[src/rtl/vector_pkg.sv]
// -----------------------------------------------------------------------------
// vector_pkg
// Shared definitions for the vector dispatch block:
//   FP_W       - width of one floating-point element (32)
//   state_e    - dispatch FSM states (IDLE / RUN / DONE)
//   is_fp_zero - true for +0.0 and -0.0 (sign bit ignored)
// -----------------------------------------------------------------------------
package vector_pkg;

    localparam int FP_W = 32;

    typedef enum logic [1:0] {
        IDLE = 2'd0,
        RUN  = 2'd1,
        DONE = 2'd2
    } state_e;

    // Both signed zeros count as zero, so only the magnitude bits are tested.
    function automatic logic is_fp_zero(input logic [FP_W-1:0] x);
        return (x[FP_W-2:0] == '0);
    endfunction

endpackage

[src/rtl/vector_elem_sel.sv]
// -----------------------------------------------------------------------------
// vector_elem_sel
// Purely combinational element picker: returns element idx of a packed vector.
// Ports:
//   vec  [FP_W*VLEN-1:0] in  packed vector, element i = vec[FP_W*i +: FP_W]
//   idx  [IDX_W-1:0]     in  element index
//   elem [FP_W-1:0]      out selected element (0 for an out-of-range index)
// -----------------------------------------------------------------------------
module vector_elem_sel
    import vector_pkg::*;
#(
    parameter  int VLEN  = 4,
    localparam int IDX_W = (VLEN > 1) ? $clog2(VLEN) : 1
) (
    input  logic [FP_W*VLEN-1:0] vec,
    input  logic [IDX_W-1:0]     idx,
    output logic [FP_W-1:0]      elem
);

    // Loop-based mux keeps indices that exceed VLEN-1 (non power-of-two VLEN)
    // well defined.
    always_comb begin
        elem = '0;
        for (int i = 0; i < VLEN; i++) begin
            if (idx == IDX_W'(i)) begin
                elem = vec[FP_W*i +: FP_W];
            end
        end
    end

endmodule

[src/rtl/vector_dispatch_ctrl.sv]
// -----------------------------------------------------------------------------
// vector_dispatch_ctrl
// Captures a packed vector of VLEN FP32 elements on start and streams it out
// one element per beat over a valid/ready interface, then pulses done.
//
// Handshake: a beat transfers on a rising edge where out_valid & out_ready are
// both high. out_valid never depends on out_ready, and while out_valid is high
// without a transfer, out_data/out_idx/out_last stay stable.
//
// Ports:
//   clk        in   clock, all state on the rising edge
//   rst_n      in   asynchronous active-low reset
//   start      in   dispatch request, only looked at in IDLE
//   abort      in   synchronous cancel while in RUN (wins over a transfer)
//   vec        in   packed vector, element i = vec[32*i +: 32]
//   busy       out  high in RUN and DONE
//   done       out  one-cycle pulse after the final beat
//   out_data   out  current element
//   out_idx    out  index of out_data within the vector
//   out_valid  out  beat valid
//   out_ready  in   downstream accepts the beat
//   out_last   out  current beat is the final one
//   state_dbg  out  raw FSM state for observation
//
// Build option: define VECTOR_DISPATCH_SKIP_ZERO_EN to skip +0/-0 elements
// (one idle cycle per skipped element, out_last on the last nonzero element).
// -----------------------------------------------------------------------------
module vector_dispatch_ctrl
    import vector_pkg::*;
#(
    parameter  int VLEN  = 4,
    localparam int IDX_W = (VLEN > 1) ? $clog2(VLEN) : 1
) (
    input  logic                 clk,
    input  logic                 rst_n,
    input  logic                 start,
    input  logic                 abort,
    input  logic [FP_W*VLEN-1:0] vec,
    output logic                 busy,
    output logic                 done,
    output logic [FP_W-1:0]      out_data,
    output logic [IDX_W-1:0]     out_idx,
    output logic                 out_valid,
    input  logic                 out_ready,
    output logic                 out_last,
    output logic [1:0]           state_dbg
);

    localparam logic [1:0] ST_IDLE = IDLE;
    localparam logic [1:0] ST_RUN  = RUN;
    localparam logic [1:0] ST_DONE = DONE;

    logic [1:0]           state;
    logic [IDX_W-1:0]     idx;
    logic [FP_W*VLEN-1:0] captured;
    logic [FP_W-1:0]      elem;
    logic                 run_st;
    logic                 fire;

    vector_elem_sel #(.VLEN(VLEN)) u_elem_sel (
        .vec  (captured),
        .idx  (idx),
        .elem (elem)
    );

    assign run_st = (state == ST_RUN);

`ifdef VECTOR_DISPATCH_SKIP_ZERO_EN
    logic elem_zero;
    logic more_above;

    assign elem_zero = is_fp_zero(elem);

    // Lookahead: is there any nonzero element at an index above idx?
    always_comb begin
        more_above = 1'b0;
        for (int i = 0; i < VLEN; i++) begin
            if ((i > int'(idx)) && !is_fp_zero(captured[FP_W*i +: FP_W])) begin
                more_above = 1'b1;
            end
        end
    end

    assign out_valid = run_st & ~elem_zero;
    assign out_last  = run_st & ~elem_zero & ~more_above;
`else
    assign out_valid = run_st;
    assign out_last  = run_st & (idx == IDX_W'(VLEN - 1));
`endif

    assign fire      = out_valid & out_ready;
    assign out_data  = elem;
    assign out_idx   = idx;
    assign busy      = (state == ST_RUN) | (state == ST_DONE);
    assign done      = (state == ST_DONE);
    assign state_dbg = state;

    always_ff @(posedge clk or negedge rst_n) begin
        if (!rst_n) begin
            state    <= ST_IDLE;
            idx      <= '0;
            captured <= '0;
        end else begin
            case (state)
                ST_IDLE: begin
                    if (start) begin
                        captured <= vec;
                        idx      <= '0;
                        state    <= ST_RUN;
                    end
                end
                ST_RUN: begin
                    if (abort) begin
                        idx   <= '0;
                        state <= ST_IDLE;
                    end else if (fire) begin
                        if (out_last) begin
                            state <= ST_DONE;
                        end else begin
                            idx <= idx + IDX_W'(1);
                        end
                    end
`ifdef VECTOR_DISPATCH_SKIP_ZERO_EN
                    else if (elem_zero) begin
                        // Skipped element: move on, or finish if nothing
                        // nonzero remains (covers the all-zero vector).
                        if (more_above) begin
                            idx <= idx + IDX_W'(1);
                        end else begin
                            state <= ST_DONE;
                        end
                    end
`endif
                end
                ST_DONE: begin
                    idx   <= '0;
                    state <= ST_IDLE;
                end
                default: begin
                    idx   <= '0;
                    state <= ST_IDLE;
                end
            endcase
        end
    end

endmodule

[config.mk]
export PLATFORM = sky130hd
export DESIGN_NAME = vector_dispatch_ctrl
export DESIGN_NICKNAME = d
export VERILOG_FILES = /design/src/rtl/vector_pkg.sv /design/src/rtl/vector_elem_sel.sv /design/src/rtl/vector_dispatch_ctrl.sv
export SDC_FILE = /design/constraint.sdc
export NUM_CORES = 1
export LEC_CHECK = 0
export ABC_AREA = 0
export CAP_MARGIN = 5
export CORE_MARGIN = 2
export CORE_UTILIZATION = 53
export CTS_CLUSTER_DIAMETER = 30
export DETAILED_ROUTE_END_ITERATION = 12
export PLACE_DENSITY_LB_ADDON = 0.08
export SLEW_MARGIN = 0
export SYNTH_ARGS = -nofsm -noshare
export SYNTH_HDL_FRONTEND = slang
export SYNTH_HIERARCHICAL = 1
export SYNTH_SLANG_ARGS = --single-unit
[constraint.sdc]
create_clock -name clk -period 4.42 [get_ports clk]
set_clock_uncertainty 0.1 [all_clocks]
set_input_delay 0.884 -clock clk [delete_from_list [all_inputs] [get_ports clk]]
set_output_delay 0.884 -clock clk [all_outputs]
set_load 0.02 [all_outputs]
==> flow_metrics.env <==
export IMPL_cts_hold_buffers=0
export IMPL_min_period_ns=3.45
export IMPL_grt_first_pass_wirelength_um=21400
export IMPL_relSlewSlack=0.381
export IMPL_ys_ff_latch=132
export IMPL_die_w_um=114
export IMPL_crit_chain="ha_1 > and2_1 > clkdlybuf4s50_1"
export IMPL_drt_drc_violations_left=0
export IMPL_gp_congestion=0.786
export IMPL_cts_buffer_depth=2
export IMPL_place_inst=638
export IMPL_worstPathMaxFanout=35
export IMPL_die_area_sq_um=13000
export IMPL_synth_edf_count=0
export IMPL_yosysMostFrequentCell="dfrtp_1"
export IMPL_hold_viol=0
export IMPL_routed_via_density=5.32
export IMPL_slowest_stage="dfrtp_2"
export IMPL_grt_pass1_vias=3987
export IMPL_status="complete, no violations"
export IMPL_setup_viol_count_final=0
export IMPL_first_pass_iters=4
export IMPL_yosys_top_cells_count="dfrtp_1, mux2_4, mux4_2, buf_12, mux2_2"
export IMPL_cts_root_buf="clkbuf_16"
export IMPL_port_buffers=172
export IMPL_start_util=0.539
export IMPL_worstHoldStart="captured[110]"
export IMPL_r2r_start="state_dbg[0]"
export IMPL_avgSynthCellArea_sq_um=19.2
export IMPL_final_cell_count_no_fill=668
export IMPL_antenna_found_initial=0
export IMPL_totalWireLength_um=13200
export IMPL_numCtsBuffers=17
export IMPL_clkTransAtPathRegs_ns=0.05
export IMPL_grt_max_degree=85
export IMPL_critPathLaunchType="flip-flop"
export IMPL_h_tree_depth=4
export IMPL_overflow=0
export IMPL_worstMarginPinSlew_ns=0.928
export IMPL_netlist_instances=334
export IMPL_drtIter0Drc=181
export IMPL_clkLatencyLatePin_ns=0.40
export IMPL_async_flop_share=1.00
export IMPL_setup_tns_final_ns=0
export IMPL_cts_sinks=132
export IMPL_netlist_area_sq_um=6430
export IMPL_leakage_nw=3.92
export IMPL_rsz0062_at_grt="no"
export IMPL_critPathKind="flip-flop to output pin"
export IMPL_drive_above_1_share=0.376
export IMPL_critical_path_endpoint_type="output pin"
export IMPL_area_delta_synth_final_pct=35.3
export IMPL_hold_slack_ns=0.403
export IMPL_num_io_pins=173
export IMPL_slowest_delay_ns=0.98
export IMPL_wl_per_cell_um=19.8
export IMPL_yosys_area_top_type="dfrtp_1"
export IMPL_vias=3553
export IMPL_max_cap_violations=0
export IMPL_syn_num_nets=472
export IMPL_nets=648
export IMPL_irDropWorstVdd_v=0.000748
export IMPL_tritoncts="yes"
export IMPL_synth_top_cells_by_area="dfrtp_1, mux2_4, mux4_2"
export IMPL_cts_resized=0
export IMPL_die_h_um=114
export IMPL_dp_hpwl_um=8750
export IMPL_num_rows=40
export IMPL_synth_top_area_share=0.514
export IMPL_antenna_left=0
export IMPL_powerDensity_nw_per_um2=721
export IMPL_cts_setup_buffers=0
export IMPL_crit_required_ns=3.44
export IMPL_ys_warn_count=6
export IMPL_crit_path_start="out_idx[1]"
export IMPL_coreArea_sq_um=11900
export IMPL_n_antenna_cell=0
export IMPL_hold_class="flip-flop to flip-flop"
export IMPL_drv_slew=0
export IMPL_ys_flop_type="dfrtp_1"
export IMPL_fmax_mhz=289
export IMPL_seq_area_frac_synth=0.514
export IMPL_arrival_ns=2.47
export IMPL_synthDistinctLibCells=19
export IMPL_post_route_period_util=0.782
export IMPL_grt_use_total=0.219
power by group:
| part | internal, mW | switching [mW] | total (mW) |
|---|---|---|---|
| logic | 1.72 | 0.902 | 2.62 |
| clock network | 0.972 | 0.477 | 1.45 |
| registers | 1.82 | 0.369 | 2.19 |
| total | 4.52 | 1.75 | 6.26 |
cells by family (layout without fill, tap and decap cells):
family	Yosys count	after routing	synth area share
adders and majority gates	5	5	0.00974
DFF	132	132	0.514
AOI/OAI and AO/OA	5	5	0.00448
buffers and inverters	23	210	0.0533
and+or+nand+nor	7	7	0.00720
muxes	162	162	0.411
flip-flops by register name (all words and copies together) (netlist names):
name       count
out_idx        2
captured     128
state_dbg      2
final cells by class:
type / instances / area, sq um
timing repair buffer: 178 / 1790
clock buffer: 27 / 523
clock inverter: 3 / 90.1
tap: 147 / 184
inverter: 2 / 7.51
multi-input combinational: 179 / 2790
sequential: 132 / 3310
fill: 779 / 3220
final timing paths:
path                                 end  slack (ns)  cells after the start
setup reg to reg            captured[55]        1.97                      5
hold reg to reg            captured[110]        0.40                      1
setup / recovery                out_last        0.97                      3
hold / removal             captured[110]        0.40                      1
max in group asynchronous   captured[86]        2.69                      2
min in group asynchronous    captured[4]        0.48                      1
metrics by stage:
| stage | util | worst slack, ns | cell area (sq um) | power [mW] |
|---|---|---|---|---|
| floorplan | - | 2.06 | 6430 | 4.08 |
| global placement | 0.678 | 1.36 | 8080 | 4.76 |
| detailed placement | 0.678 | 1.31 | 8080 | 4.82 |
| CTS | 0.730 | 0.908 | 8690 | 6.33 |
| global route | 0.730 | 0.827 | 8690 | 6.58 |
| finish | 0.730 | 0.965 | 8690 | 6.26 |
layout by cell type, fill, tap and decap left out:
master | netlist | routed
buf_4 | 0 | 5
clkdlybuf4s50_1 | 0 | 171
and3b_1 | 1 | 1
nor2b_1 | 1 | 1
mux4_1 | 2 | 2
a21oi_1 | 2 | 2
a22o_1 | 1 | 1
clkbuf_8 | 0 | 6
inv_1 | 2 | 2
nand2_8 | 0 | 1
o21ai_0 | 2 | 2
mux2_2 | 10 | 10
mux2_4 | 120 | 120
clkbuf_1 | 0 | 4
bufinv_16 | 0 | 3
buf_12 | 13 | 2
clkbuf_16 | 0 | 17
mux4_2 | 30 | 30
ha_1 | 5 | 5
dfrtp_2 | 0 | 2
dfrtp_1 | 132 | 130
nand2b_1 | 2 | 2
and2_1 | 2 | 2
worst max-delay path, delay by kind of cell, from the launching register on:
family	cells	cell delay, ns
DFF	1	0.98
buffers and inverters	1	0.60
adders and majority gates	1	0.35
and+or+nand+nor	1	0.14
metal layers:
layer  track usage  up-vias  wire, um
met1         0.300     1829      5850
li1              -     1584         -
met5             0        -         0
met3        0.0752       16       863
met2         0.333      124      6290
met4        0.0715        0       233
Power figures use the tool's default switching activity.
